### src/rtl/tl_pkg.sv
// Shared transaction-layer definitions: link state codes, widths, helpers.
package tl_pkg;

  localparam int DATA_W    = 12;
  localparam int SRC_IDX_W = 2;

  // Link state is one-hot; any other code is treated as "no new work".
  typedef enum logic [3:0] {
    ST_RESET  = 4'b0001,
    ST_INIT   = 4'b0010,
    ST_IDLE   = 4'b0100,
    ST_ACTIVE = 4'b1000
  } link_state_e;

  // Encode a one-hot 4-bit vector into its index (0 when no bit is set).
  function automatic logic [SRC_IDX_W-1:0] onehot2idx(input logic [3:0] oh);
    return {oh[3] | oh[2], oh[3] | oh[1]};
  endfunction

endpackage

### src/rtl/vc_pop_arbiter_if.sv
// Source-FIFO / downstream-FIFO signal bundle seen by the VC pop arbiter.
interface vc_pop_arbiter_if
  import tl_pkg::*;
#(
  parameter int DATA_W  = 12,
  parameter int NUM_SRC = 4,
  parameter int CNT_W   = 8
);
  logic [NUM_SRC-1:0]        src_empty;
  logic [NUM_SRC*DATA_W-1:0] src_data;
  logic                      dst_almost_full;
  logic [NUM_SRC-1:0]        src_pop;
  logic                      dst_push;
  logic [DATA_W-1:0]         dst_data;
  logic [SRC_IDX_W-1:0]      dst_tag;
  logic [CNT_W-1:0]          xfer_count;

  // Arbiter side.
  modport master (
    input  src_empty, src_data, dst_almost_full,
    output src_pop, dst_push, dst_data, dst_tag, xfer_count
  );

  // FIFO side.
  modport slave (
    output src_empty, src_data, dst_almost_full,
    input  src_pop, dst_push, dst_data, dst_tag, xfer_count
  );
endinterface

### src/rtl/rr_grant4.sv
// Combinational 4-way round-robin picker: first requester after last_grant.
module rr_grant4
  import tl_pkg::*;
(
  input  logic [3:0]           req,
  input  logic [SRC_IDX_W-1:0] last_grant,
  output logic                 grant_valid,
  output logic [SRC_IDX_W-1:0] grant_idx
);

  logic [SRC_IDX_W-1:0] cand;

  // Walk last_grant+1 .. last_grant+4 (mod 4); last_grant itself is tried last.
  always_comb begin
    grant_valid = 1'b0;
    grant_idx   = '0;
    cand        = '0;
    for (int k = 1; k <= 4; k++) begin
      cand = last_grant + SRC_IDX_W'(k);
      if (!grant_valid && req[cand]) begin
        grant_valid = 1'b1;
        grant_idx   = cand;
      end
    end
  end

endmodule

### src/rtl/vc_pop_arbiter.sv
// Drains the VC source FIFOs round-robin into one downstream FIFO, tagging
// each word with its source index. Pop -> capture -> push is 2 cycles.
module vc_pop_arbiter
  import tl_pkg::*;
#(
  parameter int DATA_W  = tl_pkg::DATA_W,
  parameter int NUM_SRC = 4,
  parameter int CNT_W   = 8
)(
  input  logic             clk,
  input  logic             reset,
  input  logic [3:0]       state,
  vc_pop_arbiter_if.master bus
);

  logic [NUM_SRC-1:0]   src_pop_q,    src_pop_d;
  logic                 dst_push_q,   dst_push_d;
  logic [DATA_W-1:0]    dst_data_q,   dst_data_d;
  logic [SRC_IDX_W-1:0] dst_tag_q,    dst_tag_d;
  logic [CNT_W-1:0]     xfer_q,       xfer_d;
  logic [SRC_IDX_W-1:0] last_grant_q, last_grant_d;
  logic                 pend_q,       pend_d;
  logic [SRC_IDX_W-1:0] pend_idx_q,   pend_idx_d;

  logic                 arb_en;
  logic [3:0]           req;
  logic                 grant_valid;
  logic [SRC_IDX_W-1:0] grant_idx;

  // Only idle/active may start pops. The source popped last cycle is masked
  // because its empty flag has not yet caught up with that pop.
  assign arb_en = (state == ST_IDLE) || (state == ST_ACTIVE);
  assign req    = ~bus.src_empty & ~src_pop_q
                & {NUM_SRC{arb_en & ~bus.dst_almost_full}};

  rr_grant4 u_rr (
    .req         (req),
    .last_grant  (last_grant_q),
    .grant_valid (grant_valid),
    .grant_idx   (grant_idx)
  );

  // Next-state: grant -> pop, pop -> pend (word appears), pend -> push.
  always_comb begin
    src_pop_d    = '0;
    last_grant_d = last_grant_q;
    if (grant_valid) begin
      src_pop_d[grant_idx] = 1'b1;
      last_grant_d         = grant_idx;
    end
    pend_d     = |src_pop_q;
    pend_idx_d = (|src_pop_q) ? onehot2idx(src_pop_q) : pend_idx_q;
    dst_push_d = pend_q;
    dst_data_d = pend_q ? bus.src_data[pend_idx_q*DATA_W +: DATA_W] : dst_data_q;
    dst_tag_d  = pend_q ? pend_idx_q : dst_tag_q;
    xfer_d     = xfer_q + CNT_W'(dst_push_q);

    if (state == ST_RESET) begin
      src_pop_d    = '0;
      dst_push_d   = 1'b0;
      dst_data_d   = '0;
      dst_tag_d    = '0;
      xfer_d       = '0;
      last_grant_d = 2'd3;
      pend_d       = 1'b0;
      pend_idx_d   = '0;
    end else if (state == ST_INIT) begin
      // In-flight words are dropped; captured data/tag simply hold.
      src_pop_d    = '0;
      dst_push_d   = 1'b0;
      xfer_d       = '0;
      last_grant_d = 2'd3;
      pend_d       = 1'b0;
    end
  end

  // State registers; last_grant resets to 3 so the first search starts at 0.
  always_ff @(posedge clk or negedge reset) begin
    if (!reset) begin
      src_pop_q    <= '0;
      dst_push_q   <= 1'b0;
      dst_data_q   <= '0;
      dst_tag_q    <= '0;
      xfer_q       <= '0;
      last_grant_q <= 2'd3;
      pend_q       <= 1'b0;
      pend_idx_q   <= '0;
    end else begin
      src_pop_q    <= src_pop_d;
      dst_push_q   <= dst_push_d;
      dst_data_q   <= dst_data_d;
      dst_tag_q    <= dst_tag_d;
      xfer_q       <= xfer_d;
      last_grant_q <= last_grant_d;
      pend_q       <= pend_d;
      pend_idx_q   <= pend_idx_d;
    end
  end

  assign bus.src_pop    = src_pop_q;
  assign bus.dst_push   = dst_push_q;
  assign bus.dst_data   = dst_data_q;
  assign bus.dst_tag    = dst_tag_q;
  assign bus.xfer_count = xfer_q;

endmodule

### src/flat_wrapper.sv
// flat-port wrapper written by rule: the top's interface ports become plain ports
module vc_pop_arbiter_flat import tl_pkg::*;
#(
  parameter int DATA_W  = tl_pkg::DATA_W,
  parameter int NUM_SRC = 4,
  parameter int CNT_W   = 8
)
  (clk, reset, state, bus_src_empty, bus_src_data, bus_dst_almost_full, bus_src_pop, bus_dst_push, bus_dst_data, bus_dst_tag, bus_xfer_count);
  vc_pop_arbiter_if #(.DATA_W(DATA_W), .NUM_SRC(NUM_SRC), .CNT_W(CNT_W)) bus_i ();
  input  logic clk;
  input  logic reset;
  input  logic [3:0] state;
  input wire logic [$bits(bus_i.src_empty)-1:0] bus_src_empty;
  input wire logic [$bits(bus_i.src_data)-1:0] bus_src_data;
  input wire logic [$bits(bus_i.dst_almost_full)-1:0] bus_dst_almost_full;
  output wire logic [$bits(bus_i.src_pop)-1:0] bus_src_pop;
  output wire logic [$bits(bus_i.dst_push)-1:0] bus_dst_push;
  output wire logic [$bits(bus_i.dst_data)-1:0] bus_dst_data;
  output wire logic [$bits(bus_i.dst_tag)-1:0] bus_dst_tag;
  output wire logic [$bits(bus_i.xfer_count)-1:0] bus_xfer_count;
  assign bus_i.src_empty = bus_src_empty;
  assign bus_i.src_data = bus_src_data;
  assign bus_i.dst_almost_full = bus_dst_almost_full;
  assign bus_src_pop = bus_i.src_pop;
  assign bus_dst_push = bus_i.dst_push;
  assign bus_dst_data = bus_i.dst_data;
  assign bus_dst_tag = bus_i.dst_tag;
  assign bus_xfer_count = bus_i.xfer_count;
  vc_pop_arbiter #(.DATA_W(DATA_W), .NUM_SRC(NUM_SRC), .CNT_W(CNT_W)) u_core (.clk(clk), .reset(reset), .state(state), .bus(bus_i));
endmodule
### config.mk
export PLATFORM = sky130hd
export DESIGN_NAME = vc_pop_arbiter_flat
export DESIGN_NICKNAME = d
export VERILOG_FILES = /design/src/rtl/tl_pkg.sv /design/src/rtl/vc_pop_arbiter_if.sv /design/src/rtl/rr_grant4.sv /design/src/rtl/vc_pop_arbiter.sv /design/src/flat_wrapper.sv
export SDC_FILE = /design/constraint.sdc
export NUM_CORES = 1
export LEC_CHECK = 0
export BUFFER_PORTS_ARGS = -buffer_cell sky130_fd_sc_hd__buf_4
export CAP_MARGIN = 25
export CORE_MARGIN = 3
export CORE_UTILIZATION = 51
export CTS_BUF_LIST = sky130_fd_sc_hd__clkbuf_8
export CTS_CLUSTER_SIZE = 30
export DETAILED_ROUTE_END_ITERATION = 16
export GPL_ROUTABILITY_DRIVEN = 0
export GPL_TIMING_DRIVEN = 0
export HOLD_SLACK_MARGIN = 0.08
export MAX_ROUTING_LAYER = met4
export PLACE_DENSITY = 0.89
export REMOVE_ABC_BUFFERS = 1
export SKIP_CTS_REPAIR_TIMING = 1
export SYNTH_ARGS = -nofsm -noshare
export SYNTH_HDL_FRONTEND = slang
export SYNTH_SLANG_ARGS = --single-unit
### constraint.sdc
create_clock -name clk -period 4.55 [get_ports clk]
set_clock_uncertainty 0.1 [all_clocks]
set_input_delay 0.455 -clock clk [delete_from_list [all_inputs] [get_ports clk]]
set_output_delay 0.455 -clock clk [all_outputs]
set_load 0.005 [all_outputs]
==> impl_metrics.toml, run 1 <==
[synth]
synthCells = 154
synth-seq-cells = 32
synth_edf_count = 0
syn-cell-area_um2 = 1770
synth_compound_area_share_pct = 8.19
combinational_family_with_the_most_area_after_synthesis = "multiplexers"
fraction_of_registers_with_async_set_or_reset_after_synthesis_pct = 100
yosys.area_share.simple_pct = 15.7
yosysSeqAreaShare_pct = 45.3
xor_xnor_fraction_of_synth_area_pct = 3.95
muxShareOfSynthArea_pct = 23.1
post_synth_num_cell_types = 35
synthesis.area_per_instance_um2 = 11.5
synthAdderAreaFrac_pct = 1.41
yosys_warnings = 0
dominantRegCellSynth = "dfrtp_1"

[global_routing]
grt_max_degree = 33
number_of_antenna_violations_at_the_first_check_in_global_routing = 0
grt_remaining_overflow = 0
grt.total_usage_pct = 23.5
number_of_global_route_vias_before_repair = 1586
grt_first_pass_wirelength_um = 7310

[clocking]
worst_setup_hold_path_clk_slew_ns = 0.07
htreeDepth = 2
clock-root-buffer = "clkbuf_8"
clock_tree.buffer_depth = 2
cts_tree = "done"
cts-buffers-inserted = 5
clk_latency_ns = 0.29
cts_sinks = 32

[timing]
report.final.hold_viol_count = 0
final.min_clock_period_ns = 1.88
setup-tns-final_ns = 0
hold_ws_ns = 0.395
worst_slew_pin_slew_ns = 0.757
setup_repair_after_global_routing_missed_its_margin = "no"
slew_headroom_pct = 49.5
timing.final.max_slew_violations = 0
final_worst_path_period_share_pct = 41.4
finalSetupViolations = 0
max_freq_mhz = 531
final_critical_path_setup_slack_ns = 2.67

[route]
route.vias.total = 1642
post_drt_via_cell_ratio = 5.72
drtAntennaViolNets = 0
detail_route.wirelength_um = 4690
post-route-drc-count = 0
avgRoutedWirePerCell_um = 16.4
first_pass_iters = 4
drt_first_iter_violations = 60

[cells_and_area]
fin_nets = 303
num-fill-cells = 202
area.growth.synth_to_final_pct = 45.2
utilization_pct = 81.0
most_common_library_cell_in_the_layout_ignoring_fill_and_taps = "buf_4"
num_antenna_cells = 0
finish.instance_area_um2 = 2570
highest_count_cells_in_the_layout_ignoring_fill_and_taps = "86 x buf_4, 30 x dfrtp_1, 29 x nor2_1, 14 x mux2i_1, 12 x mux4_2"
proportion_of_layout_cells_with_a_drive_suffix_above_1_pct = 46.9

[critical_path]
timing.critical_path.arrival_ns = 1.92
cpLargestDelayFamily = "flip-flops"
setup.worst_path.start = "u_core.pend_idx_q[0]"
setup.worst_path.class = "flip-flop to flip-flop"
crit_path_max_incr_delay_ns = 0.83
timing.critical_path.cells = "mux4_2, mux2i_1, nor2_1"
worst-r2r-cell-count = 3
worst-endpoint-required_ns = 4.59
critical_path.endpoint_type = "flip-flop"
start_kind = "flip-flop"
cp.buffers_inverters = 0
critical_path.reg2reg.startpoint = "u_core.pend_idx_q[0]"
r2r_slack_ns = 2.67
worstReg2RegEnd = "u_core.bus.dst_data[11]"
path_max_fanout = 14
critical_path.slowest_cell = "dfrtp_1"

[floorplan]
design.die.area_um2 = 4220
boundaryPins = 86
die_w_um = 65.0
rows = 20
floorplan.core_area_um2 = 3180
initial_core_utilization_pct = 55.8
die_height_um = 65.0

[pwr]
max-vdd-ir-drop_v = 0.000321
powerDensity_nw_per_um2 = 374
power_leakage_nw = 1.24

[placed_design]
dp_hpwl_um = 3460
numPortBuffers = 85
placement.cell_area_um2 = 2440
place_ws_ns = 2.45

[hold_path]
hold_start = "state[2]"
hold_depth = 3
min_path_type = "primary input to flip-flop"
min_to = "u_core.pend_idx_q[1]"

[outcome]
status = "complete, no violations"

[run]
maxCapViolations = 0
==> flip-flops by register name, summed over array words and instances (netlist names) <==
register,cells
u_core.pend_idx_q,2
u_core.last_grant_q,2
u_core.bus.dst_data,12
u_core.pend_q,1
u_core.bus.xfer_count,8
u_core.bus.dst_tag,2
u_core.bus.dst_push,1
u_core.bus.src_pop,4
==> cells by family (layout without fill, tap and decap cells) <==
| kind of cell | after synthesis | after routing |
|---|---|---|
| AO/OA/AOI/OAI | 19 | 19 |
| AND/OR/NAND/NOR | 57 | 57 |
| buffers and inverters | 10 | 99 |
| flip-flops | 32 | 32 |
| adder cells (fa/ha/maj) | 2 | 2 |
| XOR/XNOR | 8 | 8 |
| multiplexers | 26 | 26 |
==> Yosys cell counts, drive strengths merged (3+ instances only) <==
cell type  instances  area share [%]
a21oi              5             1.4
and3               3             1.1
buf                3            0.85
clkbuf             5             1.1
dfrtp             30              42
mux2i             14             7.9
mux4              12              15
nand2              4            0.85
nand3              6             1.7
nor2              29             6.1
nor2b              3             1.1
nor3               4             1.1
xnor2              3             1.5
xor2               5             2.5
==> worst max-delay path by stage <==
stage                                           to  slack (ns)  cells after the start
after floorplan              u_core.bus.src_pop[1]        2.80                      4
after global placement      u_core.last_grant_q[0]        2.30                      5
after detailed placement  u_core.bus.xfer_count[5]        2.45                      5
after CTS                  u_core.bus.dst_data[11]        2.60                      3
after global routing        u_core.bus.dst_data[7]        2.45                      3
final                      u_core.bus.dst_data[11]        2.67                      3
==> report_power, final <==
part	total, mW	switching [mW]	internal [mW]
Sequential	0.409	0.0634	0.345
Combinational	0.285	0.102	0.184
Clock	0.269	0.107	0.162
==> cell type report <==
cell class              count  area [um2]  share of cell area, %
well taps                  44        55.1                   2.14
clock buffers               5        68.8                   2.67
multi-input cells         112         928                   36.1
flip-flops and latches     32         803                   31.2
clock inverters             3        42.5                   1.65
inverters                   2        7.51                  0.292
repair buffers             89         668                   26.0
==> stage by stage <==
stage,power [mW],std cells
floorplan,0.534,146
global placement,0.685,275
detailed placement,0.699,277
CTS,0.969,285
global route,1.02,287
finish,0.963,287
==> worst min-delay path, delay by kind of cell <==
kind,cells,cell delay [ns]
buffers and inverters,1,0.10
and+or+nand+nor,2,0.18
==> metal layers <==
metal,GRT usage (%),up-vias,routed length [um]
met3,6.59,8,498
met1,26.5,808,1780
li1,-,745,-
met5,-,-,0
met4,8.71,0,90
met2,39.8,81,2330
(Power assumes the default switching activity.)
==> run 2, diff against run 1 <==
--- a/config.mk
+++ b/config.mk
@@ -5,10 +5,11 @@
 export SDC_FILE = /design/constraint.sdc
 export NUM_CORES = 1
 export LEC_CHECK = 0
+export ABC_AREA = 1
 export BUFFER_PORTS_ARGS = -buffer_cell sky130_fd_sc_hd__buf_4
 export CAP_MARGIN = 25
 export CORE_MARGIN = 3
-export CORE_UTILIZATION = 51
+export CORE_UTILIZATION = 50
 export CTS_BUF_LIST = sky130_fd_sc_hd__clkbuf_8
 export CTS_CLUSTER_SIZE = 30
 export DETAILED_ROUTE_END_ITERATION = 16
@@ -16,7 +17,7 @@
 export GPL_TIMING_DRIVEN = 0
 export HOLD_SLACK_MARGIN = 0.08
 export MAX_ROUTING_LAYER = met4
-export PLACE_DENSITY = 0.89
+export PLACE_DENSITY = 0.85
 export REMOVE_ABC_BUFFERS = 1
 export SKIP_CTS_REPAIR_TIMING = 1
 export SYNTH_ARGS = -nofsm -noshare
==> constraint.sdc (replaced) <==
create_clock -name clk -period 1.78 [get_ports clk]
set_clock_uncertainty 0.1 [all_clocks]
set_input_delay 0.178 -clock clk [delete_from_list [all_inputs] [get_ports clk]]
set_output_delay 0.178 -clock clk [all_outputs]
set_load 0.005 [all_outputs]
==> run 2 against run 1 <==
Effect of this change:
- synthesized cell count up 81%
- largest power group is now combinational cells
- power rose to 4.8 times the previous value
- critical path depth increased by 5
- sequential cell count stayed put
==> impl_metrics.toml, run 2 <==
[synth]
yosysSeqAreaShare_pct = 39.5
post_synth_num_cell_types = 28
synth_largest_area_cell = "dfrtp_1"
synth_edf_count = 0
synth.top_cell.area_share_pct = 36.9
synthesis.area_per_instance_um2 = 7.29
synth-seq-cells = 32
netlist_top_cells_area = "dfrtp_1 37%, o21ai_0 9.4%, nand3_1 8.1%, nor2_1 7.6%, inv_1 6.6%"
fraction_of_registers_with_async_set_or_reset_after_synthesis_pct = 100
yosys-top-cells-count = "41 x nor2_1, 38 x o21ai_0, 36 x inv_1"
yosys_warnings = 0
synthCells = 279
syn-cell-area_um2 = 2030
dominantRegCellSynth = "dfrtp_1"
synth_most_common_cell = "nor2_1"

[floorplan]
design.die.area_um2 = 4870
initial_core_utilization_pct = 53.5
rows = 22
die_w_um = 69.8
boundaryPins = 86
floorplan.core_area_um2 = 3800
die_height_um = 69.8

[hold_path]
hold_start = "state[1]"
min_path_type = "primary input to flip-flop"
hold_depth = 3
min_to = "u_core.pend_idx_q[1]"

[timing]
finalSetupViolations = 0
final_worst_path_period_share_pct = 99.9
setup-tns-final_ns = 0
final.min_clock_period_ns = 1.78
slew_headroom_pct = 68.5
final_critical_path_setup_slack_ns = 0.00156
report.final.hold_viol_count = 0
hold_ws_ns = 0.0943
worst_slew_pin_slew_ns = 0.472
setup_repair_after_global_routing_missed_its_margin = "yes"
timing.final.max_slew_violations = 0
max_freq_mhz = 562

[pwr]
fin_total_pwr_mw = 4.59
powerDensity_nw_per_um2 = 1600
power_leakage_nw = 1.50
clock_power_share_pct = 11.1
internal-power_mw = 2.49
p_sw_mw = 2.10
max-vdd-ir-drop_v = 0.00112
p_comb_share_pct = 56.8
seq_power_share_pct = 32.0
switching_part_of_the_total_pct = 45.7

[clocking]
cts_tree = "done"
cts-buffers-inserted = 5
htreeDepth = 2
clock-root-buffer = "clkbuf_8"
worst_setup_hold_path_clk_slew_ns = 0.06
clk_latency_ns = 0.28
cts_sinks = 32
clock_tree.buffer_depth = 2

[route]
drt_first_iter_violations = 195
post_drt_via_cell_ratio = 5.43
route.vias.total = 2254
detail_route.wirelength_um = 5950
avgRoutedWirePerCell_um = 14.3
post-route-drc-count = 0
first_pass_iters = 4
drtAntennaViolNets = 0

[cells_and_area]
fin_nets = 428
largest_register_ffs = 12
proportion_of_layout_cells_with_a_drive_suffix_above_1_pct = 36.8
ff_latch_area_um2 = 807
multiInputGateArea_um2 = 1090
num-fill-cells = 298
area.growth.synth_to_final_pct = 41.5
highest_count_cells_in_the_layout_ignoring_fill_and_taps = "87 x buf_4, 38 x o21ai_0, 37 x nor2_1, 35 x inv_1, 32 x nand3_1"
most_common_library_cell_in_the_layout_ignoring_fill_and_taps = "buf_4"
num_antenna_cells = 0
instances_no_fill = 415

[critical_path]
start_kind = "flip-flop"
worstReg2RegEnd = "u_core.last_grant_q[0]"
r2r_slack_ns = 0.002
critical_path.endpoint_type = "flip-flop"
setup.worst_path.class = "flip-flop to flip-flop"
worst-r2r-cell-count = 8
path_max_fanout = 6
worst-endpoint-required_ns = 1.90
critical_path.reg2reg.startpoint = "u_core.last_grant_q[0]"
timing.critical_path.arrival_ns = 1.90

[global_routing]
number_of_global_route_vias_before_repair = 2067
grt_max_degree = 33
number_of_antenna_violations_at_the_first_check_in_global_routing = 0
grt_first_pass_wirelength_um = 9270
grt.total_usage_pct = 23.5
grt_remaining_overflow = 0

[placed_design]
dp_hpwl_um = 4120
numPortBuffers = 85
place_ws_ns = -0.334
place.detailed.instances = 402

[outcome]
status = "complete, no violations"

[run]
maxCapViolations = 0
-- run 2: worst max-delay path by stage --
stage                                      start                      to  slack (ns)  depth (start not counted)
after floorplan           u_core.last_grant_q[0]   u_core.bus.src_pop[3]        0.15                          7
after global placement      u_core.pend_idx_q[0]  u_core.bus.dst_data[2]       -0.31                          5
after detailed placement    u_core.pend_idx_q[0]  u_core.bus.dst_data[7]       -0.33                          5
after CTS                   u_core.pend_idx_q[0]  u_core.bus.dst_data[4]       -0.34                          5
after global routing      u_core.last_grant_q[0]  u_core.last_grant_q[0]       -0.08                          8
final                     u_core.last_grant_q[0]  u_core.last_grant_q[0]       0.002                          8
-- run 2: cell families after synthesis --
| group | synth area share, % |
|---|---|
| AND/OR/NAND/NOR | 31.9 |
| AO/OA/AOI/OAI | 16.9 |
| buffers and inverters | 9.23 |
| flip-flops | 39.5 |
| XOR/XNOR | 1.23 |
| adder cells (fa/ha/maj) | 1.23 |
-- run 2: metal layers --
layer	up-vias	global-route usage, %	wire length, um
met5	-	-	0
met3	14	7.10	523
li1	1107	-	-
met1	1030	28.6	2530
met2	103	38.6	2810
met4	0	4.89	89
-- run 2: power by group through the flow --
stage                     Combinational, mW  Clock, mW  Sequential, mW
after floorplan                        1.49          0            1.38
after global placement                 2.27          0            1.45
after detailed placement               2.33          0            1.46
after CTS                              2.35      0.523            1.44
after global routing                   2.91      0.552            1.53
final                                  2.61      0.512            1.47
-- run 2: area by class of cell --
type	instances	share of cell area (%)
clock buffer	5	2.39
multi-input combinational	198	37.8
sequential	32	28.1
timing repair inverter	1	0.261
timing repair buffer	90	23.8
tap	48	2.09
clock inverter	2	0.304
inverter	39	5.31
-- run 2: stage by stage --
step                      util (%)  instance area (um2)
after floorplan                  -                 1990
after global placement        70.8                 2690
after detailed placement      70.8                 2690
after CTS                     72.9                 2770
after global routing          75.7                 2880
final                         75.7                 2880
-- run 2: critical path, stage by stage (launching register included) --
cell	delay, ns
dfstp_2	0.65
xnor2_4	0.14
inv_2	0.13
nand3_2	0.10
nand2_4	0.11
nand4_1	0.17
nor2_2	0.17
nand2_1	0.08
nand3_1	0.07
